**config.mk**
```make
export PLATFORM = sky130hd
export DESIGN_NAME = mio_bus
export DESIGN_NICKNAME = d
export VERILOG_FILES = /design/src/rtl/mio_bus.sv
export SDC_FILE = /design/constraint.sdc
export NUM_CORES = 1
export LEC_CHECK = 0
export BUFFER_PORTS_ARGS = -buffer_cell sky130_fd_sc_hd__buf_2
export CORE_ASPECT_RATIO = 0.9
export CORE_MARGIN = 5
export CORE_UTILIZATION = 50
export DETAILED_ROUTE_END_ITERATION = 6
export PLACE_DENSITY = 0.83
export SKIP_CTS_REPAIR_TIMING = 1
export SLEW_MARGIN = 20
export SYNTH_ARGS = -nofsm -noshare
export SYNTH_HDL_FRONTEND = slang
export SYNTH_SLANG_ARGS = --single-unit
```
**constraint.sdc**
```tcl
create_clock -name clk -period 2.61 [get_ports clk]
set_input_delay 0.1305 -clock clk [delete_from_list [all_inputs] [get_ports clk]]
set_output_delay 0.1305 -clock clk [all_outputs]
set_load 0.1 [all_outputs]
```
**src/rtl/mio_bus.sv**
```systemverilog
// Data-side memory/IO bridge for the single-cycle core: decodes RAM / IO / unmapped,
// builds byte enables and lane-replicated store data, and returns extended load data.

module mio_lane #(
  parameter int LANE = 0
) (
  input  logic [1:0] sz,      // 0 byte, 1 half, 2 word
  input  logic [1:0] off,
  input  logic [7:0] b_byte,
  input  logic [7:0] b_half,
  input  logic [7:0] b_word,
  output logic       be,
  output logic [7:0] wbyte
);
  localparam logic [1:0] LID = 2'(LANE);

  always_comb begin
    be    = 1'b1;
    wbyte = b_word;
    case (sz)
      2'd0: begin
        be    = (off == LID);
        wbyte = b_byte;
      end
      2'd1: begin
        be    = (off[1] == LID[1]);
        wbyte = b_half;
      end
      default: ;
    endcase
  end
endmodule

module mio_bus #(
  parameter int          RAM_AW  = 10,
  parameter logic [31:0] IO_BASE = 32'hFFFF_0000,
  parameter int          TIMEOUT = 16
) (
  input  logic              clk,
  input  logic              reset,
  input  logic              cpu_req,
  input  logic              mem_w,
  input  logic [31:0]       addr_in,
  input  logic [31:0]       wdata_in,
  input  logic [2:0]        dm_ctrl,
  output logic [31:0]       rdata_out,
  output logic              MIO_ready,
  output logic              align_err,
  output logic              bus_err,
  output logic              ram_en,
  output logic [3:0]        ram_we,
  output logic [RAM_AW-1:0] ram_addr,
  output logic [31:0]       ram_wdata,
  input  logic [31:0]       ram_rdata,
  output logic              io_req,
  output logic              io_we,
  output logic [31:0]       io_addr,
  output logic [31:0]       io_wdata,
  output logic [3:0]        io_be,
  input  logic [31:0]       io_rdata,
  input  logic              io_ack
);
  localparam int NUM_LANES = 4;
  localparam int CW        = $clog2(TIMEOUT + 1);
  localparam logic [32:0] RAM_TOP = 33'd4 << RAM_AW;

  localparam logic [1:0] S_IDLE    = 2'd0;
  localparam logic [1:0] S_RAM_RD  = 2'd1;
  localparam logic [1:0] S_IO_WAIT = 2'd2;
  localparam logic [1:0] S_DONE    = 2'd3;

  logic [1:0]    state;
  logic [CW-1:0] cnt;
  logic [CW-1:0] cnt_nxt;

  logic [31:0] lat_addr;
  logic [31:0] lat_wdata;
  logic [2:0]  lat_ctrl;
  logic        lat_we;
  logic [3:0]  lat_be;

  logic [1:0]                sz;
  logic [NUM_LANES-1:0]      be_w;
  logic [NUM_LANES-1:0][7:0] wlane;
  logic        align_bad, is_ram, is_io, accept, ram_hit;

  // Lane selection and sign/zero extension shared by RAM and IO loads.
  function automatic logic [31:0] extend(input logic [31:0] w, input logic [1:0] off,
                                         input logic [2:0] c);
    logic [7:0]  b;
    logic [15:0] h;
    b = w[{off, 3'b000} +: 8];
    h = off[1] ? w[31:16] : w[15:0];
    case (c)
      3'b001:  extend = {{16{h[15]}}, h};
      3'b010:  extend = {16'h0, h};
      3'b011:  extend = {{24{b[7]}}, b};
      3'b100:  extend = {24'h0, b};
      default: extend = w;
    endcase
  endfunction

  always_comb begin
    case (dm_ctrl)
      3'b000:         sz = 2'd2;
      3'b001, 3'b010: sz = 2'd1;
      default:        sz = 2'd0;
    endcase
  end

  for (genvar i = 0; i < NUM_LANES; i++) begin : g_lane
    mio_lane #(.LANE(i)) u_lane (
      .sz     (sz),
      .off    (addr_in[1:0]),
      .b_byte (wdata_in[7:0]),
      .b_half (wdata_in[8*(i%2) +: 8]),
      .b_word (wdata_in[8*i +: 8]),
      .be     (be_w[i]),
      .wbyte  (wlane[i])
    );
  end

  always_comb begin
    align_bad = (dm_ctrl > 3'd4) ||
                ((sz == 2'd1) && addr_in[0]) ||
                ((sz == 2'd2) && (addr_in[1:0] != 2'b00));
    is_ram    = ({1'b0, addr_in} < RAM_TOP);
    is_io     = (addr_in >= IO_BASE);
    accept    = (state == S_IDLE) && cpu_req;
    ram_hit   = accept && !align_bad && is_ram;
    cnt_nxt   = cnt + CW'(1);
  end

  // RAM port is live only in the cycle a RAM access is accepted.
  always_comb begin
    ram_en    = ram_hit;
    ram_we    = (ram_hit && mem_w) ? be_w : 4'b0000;
    ram_addr  = ram_hit ? addr_in[RAM_AW+1:2] : '0;
    ram_wdata = ram_hit ? wlane : 32'h0;
  end

  always_comb begin
    io_req   = (state == S_IO_WAIT);
    io_we    = io_req & lat_we;
    io_addr  = io_req ? lat_addr : 32'h0;
    io_wdata = io_req ? lat_wdata : 32'h0;
    io_be    = io_req ? lat_be : 4'b0000;
  end

  always_ff @(posedge clk or negedge reset) begin
    if (!reset) begin
      state     <= S_IDLE;
      cnt       <= '0;
      rdata_out <= 32'h0;
      MIO_ready <= 1'b0;
      align_err <= 1'b0;
      bus_err   <= 1'b0;
      lat_addr  <= 32'h0;
      lat_wdata <= 32'h0;
      lat_ctrl  <= 3'b000;
      lat_we    <= 1'b0;
      lat_be    <= 4'b0000;
    end else begin
      MIO_ready <= 1'b0;
      align_err <= 1'b0;
      bus_err   <= 1'b0;
      case (state)
        S_IDLE: if (accept) begin
          lat_addr  <= addr_in;
          lat_wdata <= wlane;
          lat_ctrl  <= dm_ctrl;
          lat_we    <= mem_w;
          lat_be    <= be_w;
          if (align_bad) begin
            align_err <= 1'b1;
            rdata_out <= 32'h0;
            MIO_ready <= 1'b1;
            state     <= S_DONE;
          end else if (is_ram) begin
            if (mem_w) begin
              MIO_ready <= 1'b1;
              state     <= S_DONE;
            end else begin
              state <= S_RAM_RD;
            end
          end else if (is_io) begin
            state <= S_IO_WAIT;
          end else begin
            bus_err   <= 1'b1;
            rdata_out <= 32'h0;
            MIO_ready <= 1'b1;
            state     <= S_DONE;
          end
        end
        S_RAM_RD: begin
          rdata_out <= extend(ram_rdata, lat_addr[1:0], lat_ctrl);
          MIO_ready <= 1'b1;
          state     <= S_DONE;
        end
        S_IO_WAIT: begin
          // Ack wins over timeout when both land in the same cycle.
          if (io_ack) begin
            if (!lat_we) rdata_out <= extend(io_rdata, lat_addr[1:0], lat_ctrl);
            MIO_ready <= 1'b1;
            state     <= S_DONE;
          end else if (cnt_nxt == CW'(TIMEOUT)) begin
            bus_err   <= 1'b1;
            rdata_out <= 32'h0;
            MIO_ready <= 1'b1;
            state     <= S_DONE;
          end else begin
            cnt <= cnt_nxt;
          end
        end
        default: begin
          cnt   <= '0;
          state <= S_IDLE;
        end
      endcase
    end
  end
endmodule

```
=== After elaboration in Yosys (flattened, before gate mapping) ===
Index checks and enable logic that the tools add are counted.

* Input port bits: 136
* Flip-flop bits (word level): 114
* Output and inout bits: 152
* Logic and storage cells: 116

* Reduce and logical (&&, ||, !) cells: 22
* Shift operators: 2
* Add/subtract/negate cells: 1
* Equal/unequal tests: 21
* Magnitude comparators: 3
* Bitwise logic cells: 3
* Multiplexer cells: 53

{| class="wikitable"
|+ Operator list
! cell !! number
|-
| $mux W32 || 10
|-
| $pmux W32 S4 || 2
|-
| $pmux W32 S3 || 1
|-
| $shiftx A32 B6 Y8 || 2
|-
| $ge A32 B32 Y1 const B || 1
|-
| $lt A32 B13 Y1 const B || 1
|-
| $mux W16 || 2
|-
| $mux W8 || 2
|-
| $pmux W8 S2 || 1
|-
| $mux W1 || 15
|-
| $mux W2 || 6
|-
| $mux W10 || 1
|-
| $mux W5 || 2
|-
| $pmux W1 S2 || 5
|-
| $pmux W5 S2 || 1
|-
| $eq A3 B2 Y1 const B || 3
|-
| $ne A3 B3 Y1 const B || 3
|-
| $eq A2 B2 Y1 const B || 4
|-
| $mux W4 || 2
|-
| $eq A2 B1 Y1 const B || 3
|-
| $eq A3 B1 Y1 const B || 2
|-
| $logic_and A1 B1 Y1 || 6
|-
| $logic_not A2 Y1 || 3
|-
| $ne A2 B2 Y1 const B || 3
|-
| other kinds (19) || 24
|}

=== Longest topological paths before layout ===
* Depth after elaboration: 12
* Mapped depth: 11
* Gate-level depth less buffers: 8

=== Hierarchy ===
Synthesis repeated with hierarchy kept, for this count alone.

* Cell total of the unflattened synthesis: 978
* Area total of the unflattened synthesis: 7681.1 µm²

{| class="wikitable"
|+ Modules (own cells, without submodules)
! module !! instances !! seq. area each (µm²) !! area each (µm²) !! cells each
|-
| mio_bus || 1 || 2852.7 || 6944.2 || 866
|-
| mio_lane at g_lane[2].u_lane || 1 || 0.0 || 190.2 || 28
|-
| mio_lane at g_lane[3].u_lane || 1 || 0.0 || 183.9 || 28
|-
| mio_lane at g_lane[0].u_lane || 1 || 0.0 || 182.7 || 28
|-
| mio_lane at g_lane[1].u_lane || 1 || 0.0 || 180.2 || 28
|}

=== Worst setup path after synthesis ===
OpenSTA, ideal clock, no wires.

* Path kind: register -> output
* From: reg state[0]
* To: out ram_we[1]
* Arrival time: 3.504 ns
* Data required time: 2.480 ns
* Buffers on the path: 1
* Setup slack: -1.025 ns
* Cell stages (with the launch flop): 7
* Cell sequence: dfrtp_1 -> inv_1 -> ha_1 -> clkbuf_1 -> and2_1 -> nand3_1 -> nor3b_1

* Longest elaborated chain between the ends: 6

{| class="wikitable"
|+ RTL lines
! item !! line !! text
|-
| start: declaration || 72 || <nowiki>logic [1:0] state;</nowiki>
|-
| start signal: assignment || 152 || <nowiki>state <= S_IDLE;</nowiki>
|-
| start signal: assignment || 178 || <nowiki>state <= S_DONE;</nowiki>
|-
| start signal: assignment || 182 || <nowiki>state <= S_DONE;</nowiki>
|-
| $logic_not A2 Y1 || 129 || <nowiki>accept = (state == S_IDLE) && cpu_req;</nowiki>
|-
| $logic_and A1 B1 Y1 || 129 ||
|-
| $logic_and A1 B1 Y1 (2 in series) || 130 || <nowiki>ram_hit = accept && !align_bad && is_ram;</nowiki>
|-
| $logic_and A1 B1 Y1 || 137 || <nowiki>ram_we = (ram_hit && mem_w) ? be_w : 4'b0000;</nowiki>
|-
| $mux W4 || 137 ||
|-
| end: declaration || 51 || <nowiki>output logic [3:0] ram_we,</nowiki>
|}

Every way passes these cells.

=== Worst setup path in the final report ===
* From: reg state[1]
* To: out ram_wdata[12]

* Longest elaborated chain between the ends: 5

{| class="wikitable"
|+ RTL lines
! item !! line !! text
|-
| $logic_not A2 Y1 || 129 ||
|-
| $logic_and A1 B1 Y1 || 129 ||
|-
| $logic_and A1 B1 Y1 (2 in series) || 130 ||
|-
| $mux W32 || 139 || <nowiki>ram_wdata = ram_hit ? wlane : 32'h0;</nowiki>
|-
| end: declaration || 53 || <nowiki>output logic [31:0] ram_wdata,</nowiki>
|}

Every way passes these cells.

==> flow_summary.yaml <==
cts:
  clock_latency_ps: 420
  cts-root-buf: "clkbuf_16"
  h-tree-depth: 4
  path_clk_slew_ps: 50
  cts_sinks: 114
  cts_tree: "done"
  cts_buffer_depth: 2
  cts_buffers: 17
drt:
  vias: 8256
  via_per_inst: 5.97
  drt-wirelength-per-cell_microns: 20.6
  dr.pass1.iters: 6
  wirelength_microns: 28500
  ant_nets: 0
  drcViolationCount: 0
  drt_first_iter_violations: 962
outcome:
  violations: "hold timing"
  status: "complete, but fails checks"
die:
  die_h_microns: 125
  die-area_sq_mm: 0.0172
  io_pins: 288
  core_sq_mm: 0.0146
  rows: 42
  die_w_microns: 138
  initial_utilization_pct: 50.5
worst_setup_path:
  path_delay_family: "simple AND/OR/NAND/NOR gates"
  worstSetupPathType: "register to output port"
  startpoint_type: "register"
  max_stage_delay_ps: 440
  rrSetupSlack_ps: 150
  path_buf_inv: 3
  worst_setup_path_end_kind: "output port"
  slowest_stage: "dfrtp_1"
  crit_chain: "inv_1, ha_2, and2_2, nand3_1, buf_4, nor2_1, buf_12"
  worstPathRequired_ps: 2480
  cp_max_fo: 18
  worst_ep_arrival_time_ps: 2380
synth:
  yosysMostFrequentCell: "nand2_1"
  synth_ff_type: "dfrtp_1"
  yosysUniqueCellTypes: 65
  yosysSeqAreaShare_pct: 38.8
  synth_nets: 1027
  avgSynthCellArea_sq_um: 8.31
  synth_common_cells: "nand2_1, dfrtp_1, nor2_1, and2_1, clkbuf_1"
  synth-async-reset-ratio_pct: 100
  ys_ff_latch: 114
  synth_edf_count: 0
  syn_area_sq_mm: 0.00734
  synth.yosys.warnings: 0
  synth_top_area_share_pct: 38.8
  netlist_instances: 884
  netlist.top_cell.by_area: "dfrtp_1"
  netlist_top_cells_area: "dfrtp_1, nand2_1, and2_1, mux2i_1, nor2_1"
timing:
  setup_violations: 0
  grt_setup_unrepaired: "true"
  holdWs_ps: -18.7
  finalCritPeriodShare_pct: 96.3
  period_minus_slack_ps: 2510
  hold_viol_final: 3
  slew-limit-headroom_pct: 46.5
  fin_skew_ps: 5.84
  fmax_mhz: 398
  slew_violations: 0
  worst_pin_slew_ps: 798
finish:
  syn2layout_area_growth_pct: 46.3
  drive_gt1_share_pct: 39.9
  fin_nets: 1317
  finalNonFillerCells: 1383
worst_hold_path:
  hold_path_class: "input port to register"
run:
  drv_cap: 0
power_and_ir_drop:
  power.density_mw_per_mm2: 1400
  ir_drop_v: 0.00100
  leakage_nw: 5.26
place:
  place_congestion: 0.982
  io_buffers: 287
  dp_hpwl_microns: 20200
  dp.cells: 1327
grt:
  grt_overflow: 0
  antenna_found_initial: 1
  grt_pass1_vias: 7744
  grt_pass1_wl_microns: 42200
  grt_usage_pct: 31.2
  grt_max_degree: 75
==> flip-flops by register name, summed over array words and instances, names as in the netlist, 2 cells and up <==
name and count:
cnt 5, lat_addr 32, lat_be 4, lat_ctrl 3
lat_wdata 32, rdata_out 32, state 2
==> area by class of cell <==
class,instances,area [sq um]
Inverter,14,56.3
Timing Repair Buffer,336,2630
Fill cell,1019,3810
Antenna cell,1,2.50
Multi-Input combinational cell,691,4370
Clock inverter,6,105
Tap cell,198,248
Sequential cell,114,2850
Clock buffer,23,478
==> metrics by stage <==
step	power, mW	setup TNS, ps	setup slack (ps)	cell area [sq um]	util (%)
final	15.1	0	97.4	10700	73.8
after floorplan	10.6	-16710	-340	7510	-
after global routing	15.7	-54.4	-10.2	10700	73.8
after CTS	14.9	-390	-89.9	10400	71.6
after detailed placement	12.5	0	166	9840	67.6
after global placement	12.3	0	280	9840	67.6
==> placed cells by master, fill, tap and decap left out, types with 6 or more instances in the layout <==
cell type	count
nand3_1	12
clkbuf_16	17
nor2b_2	8
nand2_1	175
dlygate4sd3_1	26
o22ai_1	18
a22oi_1	10
a211oi_1	8
o2bb2ai_1	20
nor4_1	6
nor3_2	8
nor2_2	11
dfrtp_1	114
mux2i_1	41
o22a_1	25
and2_2	70
buf_4	19
o21ai_0	41
and2_4	8
buf_2	238
o221ai_1	7
a21o_1	9
nor2_1	76
inv_1	12
nand4_1	6
buf_12	51
a21oi_1	34
==> worst paths after layout <==
kind / startpoint / endpoint / cells past startpoint
setup / recovery: state[1] / ram_wdata[12] / 7
hold / removal: addr_in[10] / lat_addr[10] / 3
setup reg to reg: cnt[0] / rdata_out[11] / 8
hold reg to reg: lat_wdata[1] / lat_wdata[1] / 2
max in group asynchronous: reset / rdata_out[29] / 3
min in group asynchronous: reset / lat_wdata[12] / 2
==> kinds of logic after synthesis <==
group,synth area share (%)
buffers and inverters,4.74
flip-flops,38.8
adder cells (fa/ha/maj),1.33
AO/OA/AOI/OAI,19.5
AND/OR/NAND/NOR,27.0
XOR/XNOR,0.579
multiplexers,7.99
==> per-layer routing <==
layer	global-route usage, %	part of all wire, %	wire length [microns]	vias to the layer above
met3	9.36	11	3170	116
met5	0	0	0	-
met2	48.7	48	13600	576
met4	11.8	4.5	1280	0
li1	-	-	-	3663
met1	41.0	37	10500	3901
==> report_power, final <==
part	internal [mW]	switching, mW	total (mW)
Combinational	2.37	7.26	9.63
Clock	1.55	0.779	2.33
Sequential	2.55	0.573	3.13
==> worst register-to-register path, cell delays in order, from the launching register on <==
cell and delay (ps):
dfrtp_1 430, ha_1 290, nor3_1 240, a41o_1 150, and3_4 210, o22ai_4 90
or3b_1 410, buf_12 200, mux2_4 320
Power figures use the tool's default switching activity.
